==> src/rtl/gpio_ex.sv <==
// gpio_ex: memory-mapped GPIO block. Pad inputs are synchronised, optionally
// debounced per pin and fed into edge/level interrupt detection; output data,
// direction and pull enables are driven straight from registers.
module gpio_ex #(
    parameter int          GPIO_WIDTH   = 32,
    parameter int          SYNC_STAGES  = 2,
    parameter int          DBNC_SAMPLES = 4,
    parameter logic [15:0] DBNC_PRE_RST = 16'd999,
    parameter int          XLEN         = 32
) (
    input  logic                  clk_i,
    input  logic                  rst_i,
    input  logic                  stb_i,
    input  logic [4:0]            adr_i,
    input  logic [3:0]            byte_sel_i,
    input  logic                  we_i,
    input  logic [XLEN-1:0]       dat_i,
    output logic [XLEN-1:0]       dat_o,
    input  logic [GPIO_WIDTH-1:0] gpio_i,
    output logic [GPIO_WIDTH-1:0] gpio_o,
    output logic [GPIO_WIDTH-1:0] gpio_oe_o,
    output logic [GPIO_WIDTH-1:0] gpio_pue_o,
    output logic [GPIO_WIDTH-1:0] gpio_pde_o,
    output logic                  irq_o
);
    localparam int W = GPIO_WIDTH;
    typedef logic [W-1:0] pins_t;

    typedef enum logic [4:0] {
        A_DIR      = 5'h00,
        A_OUT      = 5'h01,
        A_IN       = 5'h02,
        A_SET      = 5'h03,
        A_CLR      = 5'h04,
        A_TGL      = 5'h05,
        A_PUE      = 5'h06,
        A_PDE      = 5'h07,
        A_IE       = 5'h08,
        A_IS       = 5'h09,
        A_IBE      = 5'h0A,
        A_IEV      = 5'h0B,
        A_ILVL     = 5'h0C,
        A_DBE      = 5'h0D,
        A_DBNC_PRE = 5'h0E,
        A_RAW      = 5'h0F,
        A_MSKLO    = 5'h10,
        A_MSKHI    = 5'h11
    } reg_addr_e;

    function automatic pins_t lane_merge(input pins_t old_v, input pins_t new_v, input pins_t mask);
        return (old_v & ~mask) | (new_v & mask);
    endfunction

    reg_addr_e reg_sel;
    logic      wr_en;
    logic [XLEN-1:0] lane_mask;
    pins_t     pin_mask;
    pins_t     pin_data;

    pins_t dir_q, out_q, pue_q, pde_q, ie_q, is_q, ibe_q, iev_q, ilvl_q, dbe_q;
    logic [15:0] dbnc_pre_q;
    logic [15:0] pre_cnt_q;
    logic        tick;

    logic [SYNC_STAGES-1:0][W-1:0]  sync_q;
    logic [W-1:0][DBNC_SAMPLES-1:0] hist_q;
    pins_t raw, filt_q, in_w, prev_q;
    pins_t rise, fall, any_edge, trig, is_clr;
    logic [XLEN-1:0] out_wide;
    pins_t out_next;

    assign reg_sel   = reg_addr_e'(adr_i);
    assign wr_en     = stb_i & we_i;
    assign lane_mask = {{8{byte_sel_i[3]}}, {8{byte_sel_i[2]}}, {8{byte_sel_i[1]}}, {8{byte_sel_i[0]}}};
    assign pin_mask  = lane_mask[W-1:0];
    assign pin_data  = dat_i[W-1:0];

    // Configuration registers with byte-lane merge; DBNC_PRE only has lanes 0/1.
    always_ff @(posedge clk_i) begin
        if (rst_i) begin
            dir_q      <= '0;
            pue_q      <= '0;
            pde_q      <= '0;
            ie_q       <= '0;
            ibe_q      <= '0;
            iev_q      <= '0;
            ilvl_q     <= '0;
            dbe_q      <= '0;
            dbnc_pre_q <= DBNC_PRE_RST;
        end else if (wr_en) begin
            case (reg_sel)
                A_DIR:      dir_q  <= lane_merge(dir_q, pin_data, pin_mask);
                A_PUE:      pue_q  <= lane_merge(pue_q, pin_data, pin_mask);
                A_PDE:      pde_q  <= lane_merge(pde_q, pin_data, pin_mask);
                A_IE:       ie_q   <= lane_merge(ie_q, pin_data, pin_mask);
                A_IBE:      ibe_q  <= lane_merge(ibe_q, pin_data, pin_mask);
                A_IEV:      iev_q  <= lane_merge(iev_q, pin_data, pin_mask);
                A_ILVL:     ilvl_q <= lane_merge(ilvl_q, pin_data, pin_mask);
                A_DBE:      dbe_q  <= lane_merge(dbe_q, pin_data, pin_mask);
                A_DBNC_PRE: dbnc_pre_q <= (dbnc_pre_q & ~lane_mask[15:0]) | (dat_i[15:0] & lane_mask[15:0]);
                default: ;
            endcase
        end
    end

    // Next OUT value: plain, atomic and masked writes, computed full-width so
    // mask bits above GPIO_WIDTH fall away at truncation.
    always_comb begin
        out_wide = XLEN'(out_q);
        if (wr_en) begin
            case (reg_sel)
                A_OUT: out_wide = (out_wide & ~lane_mask) | (dat_i & lane_mask);
                A_SET: out_wide = out_wide | (dat_i & lane_mask);
                A_CLR: out_wide = out_wide & ~(dat_i & lane_mask);
                A_TGL: out_wide = out_wide ^ (dat_i & lane_mask);
                A_MSKLO: begin
                    for (int unsigned i = 0; i < 16; i++) begin
                        if (dat_i[16+i]) out_wide[i] = dat_i[i];
                    end
                end
                A_MSKHI: begin
                    for (int unsigned i = 0; i < 16; i++) begin
                        if (dat_i[16+i]) out_wide[16+i] = dat_i[i];
                    end
                end
                default: ;
            endcase
        end
        out_next = out_wide[W-1:0];
    end

    // Output data register.
    always_ff @(posedge clk_i) begin
        if (rst_i) out_q <= '0;
        else       out_q <= out_next;
    end

    // Debounce prescaler: wraps at DBNC_PRE, restarts on any DBNC_PRE write.
    assign tick = (pre_cnt_q == dbnc_pre_q);
    always_ff @(posedge clk_i) begin
        if (rst_i)                              pre_cnt_q <= '0;
        else if (wr_en && reg_sel == A_DBNC_PRE) pre_cnt_q <= '0;
        else if (tick)                          pre_cnt_q <= '0;
        else                                    pre_cnt_q <= pre_cnt_q + 16'd1;
    end

    // Pad input synchroniser chain.
    always_ff @(posedge clk_i) begin
        if (rst_i) sync_q <= '0;
        else       sync_q <= {sync_q[SYNC_STAGES-2:0], gpio_i};
    end
    assign raw = sync_q[SYNC_STAGES-1];

    // Per-pin sample history and hysteretic filter output.
    always_ff @(posedge clk_i) begin
        if (rst_i) begin
            hist_q <= '0;
            filt_q <= '0;
        end else begin
            for (int unsigned p = 0; p < W; p++) begin
                if (tick) hist_q[p] <= {hist_q[p][DBNC_SAMPLES-2:0], raw[p]};
                if (&hist_q[p])       filt_q[p] <= 1'b1;
                else if (~|hist_q[p]) filt_q[p] <= 1'b0;
            end
        end
    end

    assign in_w     = (dbe_q & filt_q) | (~dbe_q & raw);
    assign rise     = in_w & ~prev_q;
    assign fall     = ~in_w & prev_q;
    assign any_edge = in_w ^ prev_q;
    assign trig     = (ilvl_q & iev_q & in_w) | (ilvl_q & ~iev_q & ~in_w)
                    | (~ilvl_q & ibe_q & any_edge)
                    | (~ilvl_q & ~ibe_q & iev_q & rise)
                    | (~ilvl_q & ~ibe_q & ~iev_q & fall);
    assign is_clr   = (wr_en && reg_sel == A_IS) ? (pin_data & pin_mask) : '0;

    // Previous IN for edge detection.
    always_ff @(posedge clk_i) begin
        if (rst_i) prev_q <= '0;
        else       prev_q <= in_w;
    end

    // Interrupt status: a trigger in the same cycle wins over a W1C clear.
    always_ff @(posedge clk_i) begin
        if (rst_i) is_q <= '0;
        else       is_q <= (is_q & ~is_clr) | trig;
    end

    // Combinational register read mux.
    always_comb begin
        dat_o = '0;
        case (reg_sel)
            A_DIR:                      dat_o = XLEN'(dir_q);
            A_OUT, A_SET, A_CLR, A_TGL: dat_o = XLEN'(out_q);
            A_IN:                       dat_o = XLEN'(in_w);
            A_PUE:                      dat_o = XLEN'(pue_q);
            A_PDE:                      dat_o = XLEN'(pde_q);
            A_IE:                       dat_o = XLEN'(ie_q);
            A_IS:                       dat_o = XLEN'(is_q);
            A_IBE:                      dat_o = XLEN'(ibe_q);
            A_IEV:                      dat_o = XLEN'(iev_q);
            A_ILVL:                     dat_o = XLEN'(ilvl_q);
            A_DBE:                      dat_o = XLEN'(dbe_q);
            A_DBNC_PRE:                 dat_o = XLEN'(dbnc_pre_q);
            A_RAW:                      dat_o = XLEN'(raw);
            default:                    dat_o = '0;
        endcase
    end

    assign gpio_o     = out_q;
    assign gpio_oe_o  = dir_q;
    assign gpio_pue_o = pue_q;
    assign gpio_pde_o = pde_q;
    assign irq_o      = |(is_q & ie_q);
endmodule

==> config.mk <==
export PLATFORM = sky130hd
export DESIGN_NAME = gpio_ex
export DESIGN_NICKNAME = d
export VERILOG_FILES = /design/src/rtl/gpio_ex.sv
export SDC_FILE = /design/constraint.sdc
export NUM_CORES = 1
export LEC_CHECK = 0
export BUFFER_PORTS_ARGS = -buffer_cell sky130_fd_sc_hd__buf_2
export CAP_MARGIN = 20
export CORE_MARGIN = 2
export CORE_UTILIZATION = 45
export CTS_CLUSTER_SIZE = 40
export DETAILED_ROUTE_END_ITERATION = 12
export SYNTH_ARGS = -nofsm -noshare
export SYNTH_HDL_FRONTEND = slang
export SYNTH_SLANG_ARGS = --single-unit
==> constraint.sdc <==
create_clock -name clk_i -period 2.75 [get_ports clk_i]
set_input_delay 0.4125 -clock clk_i [delete_from_list [all_inputs] [get_ports clk_i]]
set_output_delay 0.4125 -clock clk_i [all_outputs]
set_load 0.005 [all_outputs]
Word level (Yosys, flattened, before mapping)

Index checks and enable logic that the tools add are counted.

Muxes and demuxes: 84
Reductions and logical operators: 113
Equality and inequality tests: 82
Add/sub/neg operators: 1
Bitwise logic cells: 60

Operators with widths:

| operator                | number |
|---|---|
| $and A32 B32 Y32        | 28 |
| $or A32 B32 Y32         | 16 |
| $pmux W32 S13           | 1 |
| $not A32 Y32            | 9 |
| $pmux W16 S5            | 2 |
| $reduce_or A4 Y1        | 33 |
| $ne A2 B2 Y1 const B    | 64 |
| $reduce_and A4 Y1       | 32 |
| $reduce_and A3 Y1       | 32 |
| $mux W1                 | 80 |
| $xor A32 B32 Y32        | 2 |
| $eq A5 B4 Y1 const B    | 8 |
| $and A16 B16 Y16        | 2 |
| $mux W32                | 1 |
| $reduce_or A32 Y1       | 1 |
| $eq A5 B3 Y1 const B    | 4 |
| $reduce_and A2 Y1       | 9 |
| $add A16 B1 Y16 const B | 1 |
| $eq A16 B16 Y1          | 1 |
| $not A16 Y16            | 1 |
| $or A16 B16 Y16         | 1 |
| $eq A5 B2 Y1 const B    | 2 |
| $eq A5 B5 Y1 const B    | 2 |
| $reduce_bool A5 Y1      | 2 |
| other kinds (5)         | 6 |

Bits in registers: 608
Output and inout bits: 161
Logic and storage cells: 450

Depth between registers and ports, before layout

Gate-level depths: netlist of run 1.

Depth after elaboration: 10
Mapped depth: 9

Worst setup path before layout of run 1

OpenSTA, ideal clock, no wires.

Kind: input to output
Start: input adr_i[3]
End: output dat_o[31]
Required time: 2.338 ns
Setup slack: 0.518 ns
Stages: 8
Data arrival time: 1.820 ns
Path buffers: 3
Cell sequence: buf_2 or3b_1 buf_4 nor2_4 buf_4 a222oi_1 o2111ai_1 a211o_1

Word-level cells in the longest chain between the ends: 3
Elaborated cells between the ends (all ways): 18
Those cells by class: 15 x eq/ne; 1 x mux; 2 x reduce/logical

Ends and longest elaborated chain:

| item                                 | line | text |
|---|---|---|
| start: declaration                   | 14   | `input logic [4:0] adr_i,` |
| $eq A5 B1 Y1 (tied with other cells) | 193  | `case (reg_sel)` |
| $reduce_or A4 Y1                     | 193  |  |
| $pmux W32 S13 *                      | 193  |  |
| end: declaration                     | 18   | `output logic [XLEN-1:0] dat_o,` |

Mark *: on every way between the ends. The rest lies on a longest branch, timed or not.

Worst setup path in the final report of run 1

Start: register is_q[12]
End: output irq_o

Word-level cells in the longest chain between the ends: 2

Ends and longest elaborated chain:

| item                     | line | text |
|---|---|---|
| start: declaration       | 60   | `pins_t dir_q, out_q, pue_q, pde_q, ie_q, is_q, ibe_q, iev_q, ilvl_q, dbe_q;` |
| start signal: assignment | 187  | `else is_q <= (is_q & ~is_clr) \| trig;` |
| $and A32 B32 Y32         | 215  | `assign irq_o = \|(is_q & ie_q);` |
| $reduce_or A32 Y1        | 215  |  |
| end: declaration         | 24   | `output logic irq_o` |

Every way passes these cells.

==> results of run 1 <==
logic make-up after synthesis:
logic type / Yosys count / synth area share (%)
DFF: 608 / 41.8
adders and majority gates: 129 / 5.54
and+or+nand+nor: 1139 / 19.0
AOI/OAI and AO/OA: 760 / 17.6
muxes: 256 / 8.80
buffers and inverters: 338 / 5.38
xor gates and xnor gates: 62 / 1.86
routing by layer:
layer	share of wire, %	routed length, um
met5	0.047	49
met4	4.0	4170
met3	8.9	9290
met2	44	46100
met1	43	44300
cells in the mapped netlist, types with 13 or more instances:
library cell,n
o21ai_0,57
a221oi_1,39
nand4_1,19
clkbuf_1,138
and3_1,54
nand2_1,313
buf_2,52
inv_1,101
nor3_1,13
a22o_1,25
ha_1,129
nand3b_1,21
nor2b_1,103
buf_4,28
o2bb2ai_1,15
xnor2_1,33
nand3_1,211
xor2_1,29
o31ai_1,32
a222oi_1,29
dfxtp_1,608
a22oi_1,127
a311oi_1,14
nor2_1,330
mux2i_1,256
a211oi_1,87
a21oi_1,286
buf_6,17
path summary, 6_finish.rpt:
| path | slack [ns] | cells after the start | to |
|---|---|---|---|
| worst max-delay path | 0.03 | 5 | irq_o |
| worst min-delay path | 0.02 | 2 | sync_q[18]$_SDFF_PP0_ |
| worst min register to register | 0.43 | 1 | raw[11]$_SDFF_PP0_ |
| worst max register to register | 0.46 | 7 | hist_q[121]$_SDFFE_PP0P_ |
what timing repair did:
item,4_1_cts,5_1_grt
resized for setup,3,23
endpoints found under the setup margin,3,18
buffers inserted,0,11
hold endpoints to repair,16,0
pin swaps,1,8
hold buffers,16,0
critical path: cells and delay by family (launching register included):
family / cells / cell delay (ns)
AOI/OAI and AO/OA: 1 / 0.24
buffers and inverters: 2 / 0.34
DFF: 1 / 0.40
and+or+nand+nor: 2 / 0.72
stage by stage:
step	util, %	instance area (um2)	setup slack [ns]	instances
3_5_place_dp	49.2	31600	0.000642	4279
5_1_grt	53.4	34300	-0.00261	4429
6_report	53.4	34300	0.0326	4431
2_1_floorplan	-	29100	0.518	3292
3_3_place_gp	49.2	31600	0.0334	4279
4_1_cts	53.1	34100	0.00243	4417
power by group through the flow:
stage                     registers (uW)  logic [uW]  clock network (uW)
after floorplan                     9150         700                   0
after global placement              9210        1120                   0
after detailed placement            9210        1160                   0
after CTS                           9020        1180                9770
after global routing                9020        1300               10100
final                               9020        1220                9630
area by class of cell:
class	count	area, um2	share of cell area [%]
Antenna cell	3	7.51	0.0219
Clock buffer	99	2070	6.05
Clock inverter	23	294	0.857
Inverter	102	383	1.12
Multi-Input combinational cell	2346	15500	45.2
Sequential cell	608	12200	35.5
Tap cell	855	1070	3.12
Timing Repair Buffer	395	2790	8.12
==> impl_metrics.tcl, run 1 <==
set metrics [dict create \
    synth_warnings 0 \
    avgSynthCellArea_um2 8.85 \
    portBuffers 237 \
    drt_pass1_iterations 8 \
    cts_buffers 71 \
    first_global_vias 25600 \
    fmax_mhz 368 \
    syn_to_final_growth_pct 17.8 \
    vdd_drop_max_mv 0.392 \
    antenna_found_initial 7 \
    clock_latency_ns 0.61 \
    grt_pass1_wl_um 157000 \
    min_period_ns 2.72 \
    drive_gt1_share_pct 15.8 \
    cts_max_level 3 \
    power_uw 19900 \
    crit_start "is_q[12]$_SDFF_PP0_" \
    drc 0 \
    grt_use_met2_pct 46.8 \
    seqPwrFrac_pct 45.4 \
    pwr-share-clk_pct 48.5 \
    pwr-share-comb_pct 6.1 \
    critical_path_class "flop to primary output" \
    hold_class "input port to flop" \
    finalSetupViolations 0 \
    clk_pin_slew_ns 0.06 \
    ys_seq_area_share_pct 41.8 \
    routabilityCongestion 0.922 \
    setup_tns_ns 0 \
    grt_usage_pct 30.2 \
    crit_path_start_kind "flop" \
    gr-total-overflow 0 \
    drv_slew 0 \
    slowest_delay_ns 0.52 \
    dpl.hpwl_um 73800 \
    die_height_um 258 \
    crit_fanout 3 \
    synth_area_leaders "dfxtp_1 (42%), mux2i_1 (8.8%), ha_1 (5.5%)" \
    hold_ws_ns 0.0213 \
    die_width_um 258 \
    final_hold_viol_count 0 \
    hold_path_startpoint "gpio_i[18]" \
    top_usage_layer "met2" \
    tightest_slew_ns 0.690 \
    cap_viol_max_count 0 \
    final_common_cell "dfxtp_1" \
    wl_um 104000 \
    nFillCells 5868 \
    cp.required_ns 2.34 \
    syn_nets 3498 \
    initial_core_util_pct 45.4 \
    routedWlPerCell_um 23.4 \
    intPower_uw 15100 \
    synth_edf_count 0 \
    netlist_instances 3292 \
    leakage_uw 0.0129 \
    status "finished clean" \
    fp.coreArea_um2 64200 \
    ys_ff_latch 608 \
    clkSinkCount 608 \
    path_cells "a22oi_1 -> buf_4 -> nand4_1 -> or4_4 -> buf_2" \
    grt_util_met3_pct 5.85 \
    ant_nets 0 \
    rows 93 \
    synth_top_area_share_pct 41.8 \
    final_cell_mix "dfxtp_1 (604), nor2_1 (328), nand2_1 (313)" \
    cts_tree "yes" \
    synth_area_leader_cell "dfxtp_1" \
    grt_max_degree 79 \
    cp-end-kind "primary output" \
    num-nets-final 3730 \
    ys.flop_type "dfxtp_1" \
    switchingPower_uw 4750 \
    grt.met1_usage_pct 40.9 \
    io_pins 238 \
    syn_area_um2 29100 \
    synth-async-reset-ratio_pct 0 \
    vias_per_cell 6.05 \
    die-area_um2 66800 \
    vias 26800 \
    post-route-period-util_pct 98.8 \
    switching_share_pct 23.9 \
    power_density_nw_per_um2 579 \
    synth_cell_types 78 \
    fin_skew_ns 0.0205 \
    slew_headroom_pct 53.9 \
    arrival_ns 2.30 \
    drt_iter0_markers 3082 \
    cp_slowest_cell "or4_4" \
    cts_root_buffer "clkbuf_16" \
    clockBufferDepth 3 \
]
No activity file was read; power rests on OpenSTA's default activity.
==> run 2: changes to the inputs <==
Settings changed: SETUP_SLACK_MARGIN from default to 0.15.
==> run 2 against run 1 <==
Critical path type unchanged; critical endpoint unchanged; largest power group unchanged; die area is the same; clock power is essentially flat; sequential share of layout area down 0.59 points; fmax up 3.7%; sequential cell count unchanged; first-iteration DRC count rose by 3.7%; power up 0.28%; global-route usage increased by 0.31 points.
==> impl_metrics.tcl, run 2 (same netlist as run 1, synthesis figures left out) <==
set metrics [dict create \
    cp-end-kind "primary output" \
    drv_slew 0 \
    reg2reg_depth 7 \
    pwr-share-comb_pct 6.4 \
    crit_path_start_kind "flop" \
    antenna_found_initial 7 \
    min_period_ns 2.62 \
    ant_nets 0 \
    fp.coreArea_um2 64200 \
    path_cells "a22oi_2 -> buf_4 -> nand4_1 -> or4_4 -> buf_2" \
    r2r-end "hist_q[121]$_SDFFE_PP0P_" \
    post-route-period-util_pct 95.3 \
    slowest_delay_ns 0.51 \
    rsz0062_at_grt "true" \
    die_height_um 258 \
    cts_root_buffer "clkbuf_16" \
    finalSetupViolations 0 \
    gr-total-overflow 0 \
    grt_usage_pct 30.5 \
    tightest_slew_ns 0.716 \
    hold_ws_ns 0.0202 \
    drive_gt1_share_pct 17.9 \
    clockBufferDepth 3 \
    grt_max_degree 79 \
    hold_path_startpoint "gpio_i[28]" \
    clk_pin_slew_ns 0.06 \
    rows 93 \
    regArea_um2 12200 \
    drc 0 \
    intPower_uw 15200 \
    cp_slowest_cell "or4_4" \
    final_hold_viol_count 0 \
    pwr-share-clk_pct 48.3 \
    syn_to_final_growth_pct 19.9 \
    routabilityCongestion 0.922 \
    routedWlPerCell_um 23.9 \
    slew_headroom_pct 52.0 \
    die_width_um 258 \
    arrival_ns 2.21 \
    power_density_nw_per_um2 570 \
    fmax_mhz 382 \
    wl_um 107000 \
    critical_path_class "flop to primary output" \
    status "finished clean" \
    hold_end "sync_q[28]$_SDFF_PP0_" \
    die-area_um2 66800 \
    rrSetupSlack_ns 0.43 \
    initial_core_util_pct 45.4 \
    leakage_uw 0.0132 \
    vias_per_cell 6.07 \
    nFillCells 5804 \
    dpl.hpwl_um 73800 \
    clock_latency_ns 0.61 \
    io_pins 238 \
    portBuffers 237 \
    vdd_drop_max_mv 0.391 \
    switching_share_pct 23.9 \
    drt_pass1_iterations 6 \
    holdPathStages 2 \
    fin_skew_ns 0.0153 \
    hold_class "input port to flop" \
    cts_max_level 3 \
    multi_input_area_um2 15700 \
    dp_cells 4279 \
    fin_cells 4468 \
    seqPwrFrac_pct 45.3 \
    num-nets-final 3768 \
    cts_buffers 71 \
    cts_tree "yes" \
    vias 27100 \
    grt_pass1_wl_um 158000 \
    final_cell_mix "dfxtp_1 (594), nor2_1 (328), nand2_1 (313)" \
    cap_viol_max_count 0 \
    first_global_vias 25900 \
    fin_util_pct 54.4 \
    final_common_cell "dfxtp_1" \
    crit_fanout 3 \
    switchingPower_uw 4770 \
    setup_tns_ns 0 \
    drt_iter0_markers 3195 \
    cp.required_ns 2.34 \
    clkSinkCount 608 \
]
## run 2: worst max-delay path by stage
stage,startpoint,endpoint,slack [ns]
final,is_q[12]$_SDFF_PP0_,irq_o,0.13
after global routing,flop,dat_o[19],0.06
after CTS,is_q[10]$_SDFF_PP0_,irq_o,0.09
after detailed placement,adr_i[3],dat_o[10],0.0006
after global placement,adr_i[3],dat_o[27],0.03
after floorplan,adr_i[3],dat_o[31],0.52
## run 2: metal layers
metal,part of all wire [%],global-route usage (%)
met1,42,41.3
met2,44,47.4
met3,9.6,5.74
met4,4.3,13.5
met5,0.046,0
## run 2: area by class of cell
| type | instances | area share [%] |
|---|---|---|
| multi-input cells | 2346 | 44.9 |
| flip-flops and latches | 608 | 34.9 |
| repair buffers | 433 | 9.23 |
| clock buffers | 99 | 5.94 |
| well taps | 855 | 3.06 |
| inverters | 102 | 1.10 |
| clock inverters | 23 | 0.842 |
| diodes | 2 | 0.0143 |
## run 2: repair_timing
action / CTS / global route
gates resized for setup: 37 / 44
endpoints found under the hold margin: 16 / 0
hold buffers: 16 / 0
cloned: 1 / 5
pin swaps: 7 / 20
setup buffers: 27 / 16
endpoints found under the setup margin: 32 / 24
## run 2: critical path, delay by kind of cell, from the launching register on
family                 cells  cell delay [ns]
buffers and inverters      2             0.33
flip-flops                 1             0.37
AND/OR/NAND/NOR            2             0.70
AO/OA/AOI/OAI              1             0.19
## run 2: per-stage QoR
step / setup slack (ns) / area, um2 / power (uW)
after floorplan: 0.518 / 29100 / 9850
after global placement: 0.0334 / 31600 / 10300
after detailed placement: 0.000642 / 31600 / 10400
after CTS: 0.0944 / 34500 / 20000
after global routing: 0.0575 / 34900 / 20500
final: 0.129 / 34900 / 19900
## run 2: power by group through the flow
stage	Combinational (uW)	Clock [uW]	Sequential (uW)
after CTS	1210	9770	9020
after global routing	1350	10100	9030
after floorplan	700	0	9150
after global placement	1120	0	9210
final	1270	9630	9020
after detailed placement	1160	0	9210
